## src/rtl/sipo_frame_controller.sv

```systemverilog
// Frame-level controller for the serial capture path: counts WORD_WIDTH bits into a
// shift register on the falling edge and presents each word through a one-entry valid/ready buffer.
module sipo_frame_controller #(
    parameter int WORD_WIDTH = 32
) (
    input  logic                          Clk_In,
    input  logic                          Reset_In,
    input  logic                          Start_In,
    input  logic                          Abort_In,
    input  logic                          Serial_Data_In,
    input  logic                          Ready_In,
    input  logic                          Clear_Overrun_In,
    output logic                          Busy_Out,
    output logic [$clog2(WORD_WIDTH):0]   Bit_Count_Out,
    output logic [WORD_WIDTH-1:0]         Data_Out,
    output logic                          Valid_Out,
    output logic                          Overrun_Out
);

    localparam int CW = $clog2(WORD_WIDTH) + 1;
    localparam logic [CW-1:0] LAST_BIT = CW'(WORD_WIDTH - 1);

    typedef enum logic {
        IDLE,
        SHIFT
    } state_t;

    state_t                  state_reg, state_next;
    // The oldest bit leaves the register on the final edge, so only WORD_WIDTH-1 bits need storage.
    logic [WORD_WIDTH-2:0]   shift_reg, shift_next;
    logic [CW-1:0]           count_reg, count_next;
    logic [WORD_WIDTH-1:0]   data_reg, data_next;
    logic                    valid_reg, valid_next;
    logic                    overrun_reg, overrun_next;
    logic                    load_word;
    logic [WORD_WIDTH-1:0]   shifted_word;

    assign shifted_word = {Serial_Data_In, shift_reg};

    always_ff @(negedge Clk_In or posedge Reset_In) begin
        if (Reset_In) begin
            state_reg   <= IDLE;
            shift_reg   <= '0;
            count_reg   <= '0;
            data_reg    <= '0;
            valid_reg   <= 1'b0;
            overrun_reg <= 1'b0;
        end else begin
            state_reg   <= state_next;
            shift_reg   <= shift_next;
            count_reg   <= count_next;
            data_reg    <= data_next;
            valid_reg   <= valid_next;
            overrun_reg <= overrun_next;
        end
    end

    always_comb begin
        state_next   = state_reg;
        shift_next   = shift_reg;
        count_next   = count_reg;
        data_next    = data_reg;
        valid_next   = valid_reg;
        overrun_next = overrun_reg;
        load_word    = 1'b0;

        case (state_reg)
            IDLE: begin
                if (Start_In) begin
                    state_next = SHIFT;
                    count_next = '0;
                end
            end
            SHIFT: begin
                if (Abort_In) begin
                    state_next = IDLE;
                    count_next = '0;
                end else begin
                    shift_next = shifted_word[WORD_WIDTH-1:1];
                    if (count_reg == LAST_BIT) begin
                        load_word  = 1'b1;
                        count_next = '0;
                        state_next = Start_In ? SHIFT : IDLE;
                    end else begin
                        count_next = count_reg + CW'(1);
                    end
                end
            end
            default: begin
                state_next = IDLE;
                count_next = '0;
            end
        endcase

        // A fresh word always wins the buffer; a transfer only matters when nothing new arrives.
        if (load_word) begin
            data_next  = shifted_word;
            valid_next = 1'b1;
        end else if (valid_reg && Ready_In) begin
            valid_next = 1'b0;
        end

        if (load_word && valid_reg && !Ready_In) begin
            overrun_next = 1'b1;
        end else if (Clear_Overrun_In) begin
            overrun_next = 1'b0;
        end
    end

    assign Busy_Out      = (state_reg == SHIFT);
    assign Bit_Count_Out = count_reg;
    assign Data_Out      = data_reg;
    assign Valid_Out     = valid_reg;
    assign Overrun_Out   = overrun_reg;

endmodule

```

## config.mk

```make
export PLATFORM = sky130hd
export DESIGN_NAME = sipo_frame_controller
export DESIGN_NICKNAME = d
export VERILOG_FILES = /design/src/rtl/sipo_frame_controller.sv
export SDC_FILE = /design/constraint.sdc
export NUM_CORES = 1
export LEC_CHECK = 0
export CORE_ASPECT_RATIO = 1.2
export CORE_UTILIZATION = 45
export CTS_CLUSTER_SIZE = 40
export DETAILED_ROUTE_END_ITERATION = 8
export PLACE_DENSITY = 0.75
export SETUP_SLACK_MARGIN = 0.2
export SYNTH_ARGS = -nofsm -noshare
export SYNTH_HDL_FRONTEND = slang
export SYNTH_SLANG_ARGS = --single-unit
```

## constraint.sdc

```tcl
create_clock -name Clk_In -period 3.5 [get_ports Clk_In]
set_input_delay 1.05 -clock Clk_In [delete_from_list [all_inputs] [get_ports Clk_In]]
set_output_delay 1.05 -clock Clk_In [all_outputs]
set_load 0.01 [all_outputs]
```

==> results.yml <==
detailed_routing:
  route.vias.total: 1907
  drc_errors: 0
  initialDrtViolationCount: 120
  wl_mm: 6.38
  vias_per_cell: 4.98
  first_pass_iters: 4
  ant_nets: 0
  wl_per_cell_um: 16.7
cts:
  cts-root-buf: "clkbuf_8"
  cts_buffers: 9
  postCtsHoldBufs: 0
  clock_sinks: 72
  clkTransAtPathRegs_ns: 0.05
  cts_buffer_depth: 2
  clock_latency_ns: 0.32
  htree_levels: 3
  cts_tree: "done"
worst_setup_path:
  r2r_slack_ns: 1.29
  endpoint_kind: "register"
  worstPathMaxFanout: 5
  critPathRequiredTime_ns: 1.91
  r2r_start: "Bit_Count_Out[0]"
  regToRegEndpoint: "Data_Out[28]"
  ff2ff_path_depth: 10
  cp-start-kind: "input port"
  arrival_ns: 2.19
  path_class: "input port to register"
cells_and_area:
  fillers: 376
  layout_commonest_cell: "dfrtn_1"
  area_growth_pct: 56.6
  antenna_cells: 0
  largest_reg_flops: 32
  drive_gt1_frac: 0.658
  finalCoreUtilization: 0.729
  final_cell_mix: "72 x dfrtn_1, 62 x mux2_4, 41 x buf_4"
  fin_nets: 307
yosys:
  syn-cell-area_mm2: 0.00280
  postSynthCellCount: 180
  ys_seq_area_frac: 0.644
  syn_nets: 188
  netlist-cell-type-count: 29
  synth_top_area_frac: 0.644
  synth_area_leaders: "dfrtn_1 64%, mux2_2 14%, mux2_1 11%"
  yosys_warnings: 0
  avgSynthCellArea_um2: 15.5
  synth-seq-cells: 72
  synth_top_area_cell: "dfrtn_1"
timing:
  setup_viol: 109
  fin_ws_ns: -0.282
  finalHoldViolCount: 0
  fin_skew_ns: 0.00572
  slew_headroom: 0.831
  tightest_slew_ns: 0.253
  drv_slew: 0
  final.setup.tns_ns: -20.05
  rsz0062_at_grt: "true"
pwr:
  switchingPower_w: 0.000516
  p_sw_frac: 0.254
  internal_power_w: 0.00151
  ir_drop_uv: 339
  p_leak_nw: 2.30
  p_seq_frac: 0.526
  pwr-share-comb: 0.196
  pwr-share-clk: 0.278
  power_density_mw_per_mm2: 463
global_routing:
  grt_max_degree: 25
  gr-total-overflow: 0
  grt_usage: 0.220
  grt_pass1_vias: 1967
  grt_pass1_wl_mm: 10.4
  antenna_found_initial: 0
job:
  cap_violations: 0
die:
  die_width_um: 74.0
  core_area_mm2: 0.00601
  num_rows: 31
  fp.dieArea_mm2: 0.00654
  die_h_um: 88.4
  start_util: 0.465
  io_pins: 48
place:
  portBuffers: 47
  place_congestion: 0.750
  dpl.hpwl_mm: 3.31
worst_hold_path:
  hold_class: "register to register"
  holdPathStages: 1
  min_from: "Data_Out[24]"
  hold-path-endpoint: "Data_Out[24]"
status:
  status: "finished, violations left"
  violations: "negative setup slack"
through the flow:
step	hold slack [ns]	power [W]	std cells	instance area (um^2)	setup WS [ns]
floorplan	0.436	0.00129	180	2980	-0.375
global placement	0.429	0.00140	324	3720	-0.783
detailed placement	0.437	0.00142	324	3720	-0.810
finish	0.452	0.00203	383	4380	-0.282
global route	0.466	0.00213	383	4380	-0.300
CTS	0.454	0.00202	366	4240	-0.298
worst max-delay path, cell delays in order:
cell and delay, ns:
buf_6 0.10, buf_4 0.13, buf_6 0.12, nor2b_4 0.15
buf_6 0.14, buf_12 0.10, buf_16 0.12, mux2_4 0.30
layout make-up:
| cell class | instances | area, um^2 | share of cell area |
|---|---|---|---|
| Clock buffer | 12 | 155 | 0.0354 |
| Clock inverter | 1 | 5.00 | 0.00114 |
| Sequential cell | 72 | 1800 | 0.411 |
| Tap cell | 82 | 103 | 0.0234 |
| Inverter | 6 | 26.3 | 0.00600 |
| Timing Repair Buffer | 115 | 1080 | 0.247 |
| Multi-Input combinational cell | 95 | 1210 | 0.276 |
cells in the mapped netlist:
cell type and instances:
buf_2 4, a22o_1 1, a21oi_1 1, a22oi_1 1, o311ai_0 1, nand3_2 1, a31oi_1 1, o211ai_1 1
nand2b_1 2, xor2_1 1, buf_4 3, dfrtn_1 72, o2111ai_1 1, ha_1 1, o21ba_2 1, nand2_1 5
nor2b_1 1, a21o_1 1, mux2_1 28, inv_1 6, nor3_4 1, and3_1 1, mux2_2 35, or3b_1 1
o21ai_0 4, a32o_1 1, or4_1 1, nor2_1 1, nand3_1 2
worst max path at each step:
| stage | start | endpoint | cells past startpoint |
|---|---|---|---|
| after detailed placement | Abort_In | Data_Out[30] | 5 |
| after global placement | Abort_In | Data_Out[1] | 5 |
| after floorplan | Abort_In | Data_Out[12] | 4 |
| after CTS | Abort_In | Data_Out[28] | 8 |
| after global routing | Abort_In | Data_Out[28] | 8 |
| final | Abort_In | shift_reg[13] | 8 |
logic make-up (layout without fill, tap and decap cells):
kind of cell	after synthesis	in the layout	synth area share
fa+ha+maj	1	1	0.00447
xor+xnor	1	1	0.00313
buf+inv	13	134	0.0233
flops	72	72	0.644
compound gates	14	14	0.0358
simple gates	16	16	0.0358
mux	63	63	0.254
power groups by stage:
stage	registers, W	clock network [W]	logic [W]
after floorplan	0.00105	0	0.000240
after global placement	0.00106	0	0.000334
after detailed placement	0.00107	0	0.000343
after CTS	0.00106	0.000570	0.000392
after global routing	0.00108	0.000623	0.000427
final	0.00107	0.000563	0.000397
metal layers:
layer,vias up,global-route usage,share of wire
li1,882,-,-
met1,976,0.311,0.46
met2,41,0.328,0.49
met3,8,0.0626,0.038
met4,0,0.0664,0.010
met5,-,0,0
repair_timing:
| action | in CTS | in global routing |
|---|---|---|
| setup buffers | 22 | 17 |
| endpoints found under the setup margin | 113 | 110 |
| hold endpoints to repair | 0 | 0 |
| pin swaps | 3 | 2 |
| gates resized for setup | 225 | 3 |
| gates cloned | 7 | 0 |
Power figures use the tool's default switching activity.
